File: src/rtl/dac_serializer.sv
// dac_serializer: I2S mono serializer slaved to codec bclk/daclrck, all in clk_50 domain.
// Ports:
//   clk_50     system clock (50 MHz)
//   ar         asynchronous active-low reset
//   bclk       codec bit clock, sampled as data
//   daclrck    codec DAC LR clock, sampled as data (low = left, high = right)
//   sample_in  sample word, captured on each daclrck falling edge
//   mute       transmit zeros from the next captured frame onward
//   dacdat     serial data to codec, updated after detected bclk falls
//   sample_req one-cycle pulse when a frame is captured
//   frame_cnt  wrapping count of captured frames
// Option: DACSER_OFFSET_BIN_EN treats sample_in as offset binary (MSB inverted at capture).
module dac_serializer #(
   parameter int WIDTH       = 16,
   parameter int SYNC_STAGES = 2
) (
   input  logic             clk_50,
   input  logic             ar,
   input  logic             bclk,
   input  logic             daclrck,
   input  logic [WIDTH-1:0] sample_in,
   input  logic             mute,
   output logic             dacdat,
   output logic             sample_req,
   output logic [7:0]       frame_cnt
);
   localparam int BW = $clog2(WIDTH + 1);

   logic [SYNC_STAGES-1:0] r_bclk_sync, r_lrck_sync;
   logic                   r_bclk_prev, r_lrck_prev, r_lrck_last;
   logic [WIDTH-1:0]       r_hold, r_shreg;
   logic [BW-1:0]          r_bits_left;
   logic                   r_dacdat, r_sample_req;
   logic [7:0]             r_frame_cnt;
   logic                   w_bclk, w_lrck, w_bclk_fall, w_lrck_fall, w_slot_start;
   logic [WIDTH-1:0]       w_conv, w_cap, w_hold_next;

   assign w_bclk       = r_bclk_sync[SYNC_STAGES-1];
   assign w_lrck       = r_lrck_sync[SYNC_STAGES-1];
   assign w_bclk_fall  = r_bclk_prev & ~w_bclk;
   assign w_lrck_fall  = r_lrck_prev & ~w_lrck;
   assign w_slot_start = w_bclk_fall & (w_lrck != r_lrck_last);

`ifdef DACSER_OFFSET_BIN_EN
   assign w_conv = {~sample_in[WIDTH-1], sample_in[WIDTH-2:0]};
`else
   assign w_conv = sample_in;
`endif
   assign w_cap = mute ? '0 : w_conv;
   // A slot start coinciding with the frame capture must see the fresh word, not the stale hold.
   assign w_hold_next = w_lrck_fall ? w_cap : r_hold;

   assign dacdat     = r_dacdat;
   assign sample_req = r_sample_req;
   assign frame_cnt  = r_frame_cnt;

   always_ff @(posedge clk_50 or negedge ar) begin
      if (!ar) begin
         r_bclk_sync <= '0;
         r_lrck_sync <= '0;
         r_bclk_prev <= 1'b0;
         r_lrck_prev <= 1'b0;
      end else begin
         r_bclk_sync <= {r_bclk_sync[SYNC_STAGES-2:0], bclk};
         r_lrck_sync <= {r_lrck_sync[SYNC_STAGES-2:0], daclrck};
         r_bclk_prev <= w_bclk;
         r_lrck_prev <= w_lrck;
      end
   end

   always_ff @(posedge clk_50 or negedge ar) begin
      if (!ar) begin
         r_hold       <= '0;
         r_sample_req <= 1'b0;
         r_frame_cnt  <= '0;
      end else begin
         r_hold       <= w_hold_next;
         r_sample_req <= w_lrck_fall;
         r_frame_cnt  <= w_lrck_fall ? r_frame_cnt + 8'd1 : r_frame_cnt;
      end
   end

   // Slot start leaves dacdat untouched: that is the I2S one-bit delay before the MSB.
   always_ff @(posedge clk_50 or negedge ar) begin
      if (!ar) begin
         r_lrck_last <= 1'b0;
         r_shreg     <= '0;
         r_bits_left <= '0;
         r_dacdat    <= 1'b0;
      end else if (w_bclk_fall) begin
         r_lrck_last <= w_lrck;
         if (w_slot_start) begin
            r_shreg     <= w_hold_next;
            r_bits_left <= BW'(WIDTH);
         end else if (r_bits_left != '0) begin
            r_dacdat    <= r_shreg[WIDTH-1];
            r_shreg     <= {r_shreg[WIDTH-2:0], 1'b0};
            r_bits_left <= r_bits_left - 1'b1;
         end else begin
            r_dacdat    <= 1'b0;
         end
      end
   end
endmodule

File: config.mk
export PLATFORM = sky130hd
export DESIGN_NAME = dac_serializer
export DESIGN_NICKNAME = d
export VERILOG_FILES = /design/src/rtl/dac_serializer.sv
export SDC_FILE = /design/constraint.sdc
export NUM_CORES = 1
export LEC_CHECK = 0
export CORE_MARGIN = 2
export CORE_UTILIZATION = 60
export CTS_BUF_LIST = sky130_fd_sc_hd__clkbuf_2 sky130_fd_sc_hd__clkbuf_4 sky130_fd_sc_hd__clkbuf_8
export DETAILED_ROUTE_END_ITERATION = 8
export MAX_ROUTING_LAYER = met4
export PLACE_DENSITY = 0.84
export SLEW_MARGIN = 10
export SYNTH_ARGS = -nofsm -noshare
export SYNTH_HDL_FRONTEND = slang
export SYNTH_SLANG_ARGS = --single-unit
File: constraint.sdc
create_clock -name clk_50 -period 2.8 [get_ports clk_50]
set_input_delay 0.56 -clock clk_50 [delete_from_list [all_inputs] [get_ports clk_50]]
set_output_delay 0.56 -clock clk_50 [all_outputs]
set_load 0.05 [all_outputs]
==> run summary <==
=====================================================================================================
Port buffer count ......................................................................           30
Final clock skew .......................................................................   0.00876 ns
Number of nets in the layout ...........................................................          290
Slew Limit Headroom ....................................................................        36.3%
Vias post-DR ...........................................................................         1983
Clk Tree Root Cell ..................................................................... sky130_fd_sc_hd__clkbuf_8
Worst hold-check path type .............................................................     in2async
Via count of the first global-routing pass .............................................         1952
Clock buffer depth .....................................................................            2
Crit-path slowest cell ................................................................. sky130_fd_sc_hd__clkdlybuf4s50_1
Core Footprint .........................................................................     4060 µm²
Primary FF master, synth ............................................................... sky130_fd_sc_hd__dfrtp_1
Sequential share of the synthesized area ...............................................        52.7%
Top cell family by delay on the critical path .......................................... buffers and inverters
Remaining antenna violation count after routing ........................................            0
Mean instance size in the synthesized netlist ..........................................     10.7 µm²
Post-Syn Nets ..........................................................................          263
Total Routing Usage GR .................................................................        25.1%
Transition time at the pin with the least slew margin ..................................     0.955 ns
Horiz. Die Dim .........................................................................      69.4 µm
Post-synthesis cell type with the largest combined area ................................ sky130_fd_sc_hd__dfrtp_1
Post-synthesis share of cell area spent on full adders, half adders and majority gates .       0.976%
Portion of netlist area occupied by mux cells ..........................................       0.439%
Maximum fanout count along the critical path ...........................................            6
CP arrival .............................................................................      1.58 ns
Most used standard cell by instance count after synthesis .............................. sky130_fd_sc_hd__dfrtp_1
Number of sinks on the clock net .......................................................           54
Global-route wire length before repair .................................................      9.56 mm
Number of max-capacitance violations reported ..........................................            0
Number of DRC violations after detailed-routing iteration 0 ............................          181
Category of the worst setup path capture point .........................................   output pin
CTS tree ...............................................................................        built
Total iterations of the first detailed-routing run .....................................            4
Share of the core filled with cells in the final layout ................................        73.4%
Xor and xnor area share after synthesis ................................................        3.37%
Total count of max-transition violations in the final report ...........................            0
Setup total negative slack .............................................................         0 ns
Proportion of register bits with asynchronous set or reset after synthesis .............         100%
Largest cells by area after synthesis .................................................. sky130_fd_sc_hd__dfrtp_1 53%, sky130_fd_sc_hd__nand2_1 5.9%, sky130_fd_sc_hd__a32oi_1 5.1%
Netlist cell types .....................................................................           39
Initial antenna violation count ........................................................            0
Total inserted antenna cells ...........................................................            0
Drt total wl ...........................................................................      5.57 mm
Resized cells post-CTS .................................................................            0
Count of flip-flops with a built-in enable after synthesis .............................            0
Number of instances in the synthesized netlist .........................................          240
Routed vias/inst .......................................................................         6.24
Hold Fails Final Rpt ...................................................................            0
IR Drop Worst-Case VDD .................................................................       470 µV
Compound-cell area share of the yosys netlist ..........................................        17.0%
Half-perimeter wire length after placement .............................................      3.46 mm
Routed len/inst ........................................................................      17.5 µm
Minimum clock period after layout ......................................................      2.14 ns
Die Outline Area .......................................................................     4810 µm²
Setup repair after global routing missed its margin ....................................        false
Total buffers and inverters traversed by the critical path .............................            1
Warning count from the yosys run .......................................................            0
Number of hold buffers added after cts .................................................            0
Num rows ...............................................................................           23
Outcome ................................................................................ finished, final reports clean
Seq cells post-synth ...................................................................           54
TritonCTS buffer count .................................................................            5
Area Overhead vs Synth .................................................................        16.1%
Fraction of layout instances using a drive strength above 1 ............................        10.4%
Class of the most critical setup path ..................................................      reg2out
Max stage delay on crit path ...........................................................      0.83 ns
Crit path launch type ..................................................................         flop
Final weighted congestion of routability-driven global placement .......................        0.773
Source-to-sink clock delay at the later pin of the worst-skew pair .....................      0.30 ns
Remaining global-route overflow ........................................................            0
Pwr/cell area ..........................................................................   809 nW/µm²
Endpoint required time on the critical path ............................................      2.24 ns
Maximum clock frequency ................................................................      467 MHz
Largest net degree at the start of global routing ......................................           55
Simple-gate portion of the synthesized area ............................................        20.8%
Leak ...................................................................................   0.00136 µW
Final clock period utilization by the worst path .......................................        76.4%
Clk slew on worst S/H paths ............................................................      0.09 ns
Setup Buffers After CTS ................................................................            0
Top post-synthesis cells by count ...................................................... 54 x sky130_fd_sc_hd__dfrtp_1, 40 x sky130_fd_sc_hd__nand2_1, 18 x sky130_fd_sc_hd__o21ai_0
Cell area after technology mapping .....................................................     2560 µm²
Post-route DRC .........................................................................            0
H-Tree Depth ...........................................................................            2
Cells along the critical path .......................................................... clkdlybuf4s50_1
Die Height .............................................................................      69.4 µm
Endpoints failing setup ................................................................            0
Main combinational cell family by area after synthesis ................................. simple AND/OR/NAND/NOR gates
Ports ..................................................................................           31
Share of Yosys cell area claimed by the top area cell type .............................        52.7%
Effective utilization at floorplan .....................................................        63.2%
=====================================================================================================
[power by group]
group          total [µW]  switching (µW)  internal (µW)  leakage, µW
clock                 455             245            210    0.0000517
sequential           1150             162            985     0.000675
combinational         807             491            316     0.000631
[flip-flops by register name, summed over array words and instances (netlist names)]
signal and flops:
r_bits_left 5, r_bclk_prev 1, dacdat 1, frame_cnt 8
r_bclk_sync 2, r_hold 16, r_lrck_sync 2, r_lrck_prev 1
r_lrck_last 1, sample_req 1, r_shreg 16
[kinds of logic (layout without fill, tap and decap cells)]
logic type / count (synthesis) / count (layout)
simple gates: 91 / 91
compound gates: 59 / 59
flops: 54 / 54
buf+inv: 24 / 52
xor+xnor: 9 / 9
fa+ha+maj: 2 / 2
mux: 1 / 1
[placed cells by master (no fill, tap or decap), drive strengths merged, types with 2 or more instances in the layout]
master	instances
dfrtp	54
nand2	40
clkdlybuf4s50	29
o21ai	19
nand3b	15
and3b	15
a32oi	15
a22oi	15
buf	9
clkbuf	7
inv	6
a21oi	6
xnor2	5
nand4	4
xor2	4
nand2b	3
or3	2
or4	2
nand3	2
nor3	2
ha	2
nor2	2
[per-stage QoR]
step           power [µW]  hold WS [ns]  instances  worst slack (ns)  area, µm²
3_5_place_dp         1960         0.336        310             0.815       2880
5_1_grt              2550         0.375        318             0.577       2980
4_1_cts              2410         0.362        318             0.657       2980
3_3_place_gp         1920         0.343        310             0.878       2880
2_1_floorplan        1720         0.264        240              1.17       2560
6_report             2410         0.350        318             0.660       2980
[metal layers]
metal | vias up | track usage (%) | share of wire [%]
li1 | 927 | - | -
met1 | 981 | 35.9 | 46
met2 | 66 | 38.6 | 48
met3 | 9 | 3.20 | 5.1
met4 | 0 | 5.88 | 1.1
met5 | - | - | 0
[worst paths after layout]
path / from / endpoint / slack, ns / cells after the start
min in group clk_50: r_lrck_sync[0] / r_lrck_sync[1] / 0.36 / 0
worst max-delay path: frame_cnt[3] / frame_cnt[3] / 0.66 / 1
max in group asynchronous: ar / frame_cnt[0] / 1.97 / 2
worst min register to register: r_lrck_sync[0] / r_lrck_sync[1] / 0.36 / 0
worst max register to register: r_bits_left[0] / r_shreg[1] / 0.73 / 5
worst min-delay path: ar / r_hold[11] / 0.35 / 2
[final cells by class]
class / count / area [µm²]
well taps: 50 / 62.6
flip-flops and latches: 54 / 1350
fillers: 292 / 1080
inverters: 6 / 22.5
clock buffers: 7 / 90.1
clock inverters: 1 / 5.00
multi-input cells: 162 / 1090
repair buffers: 38 / 355
(Power assumes the default switching activity.)
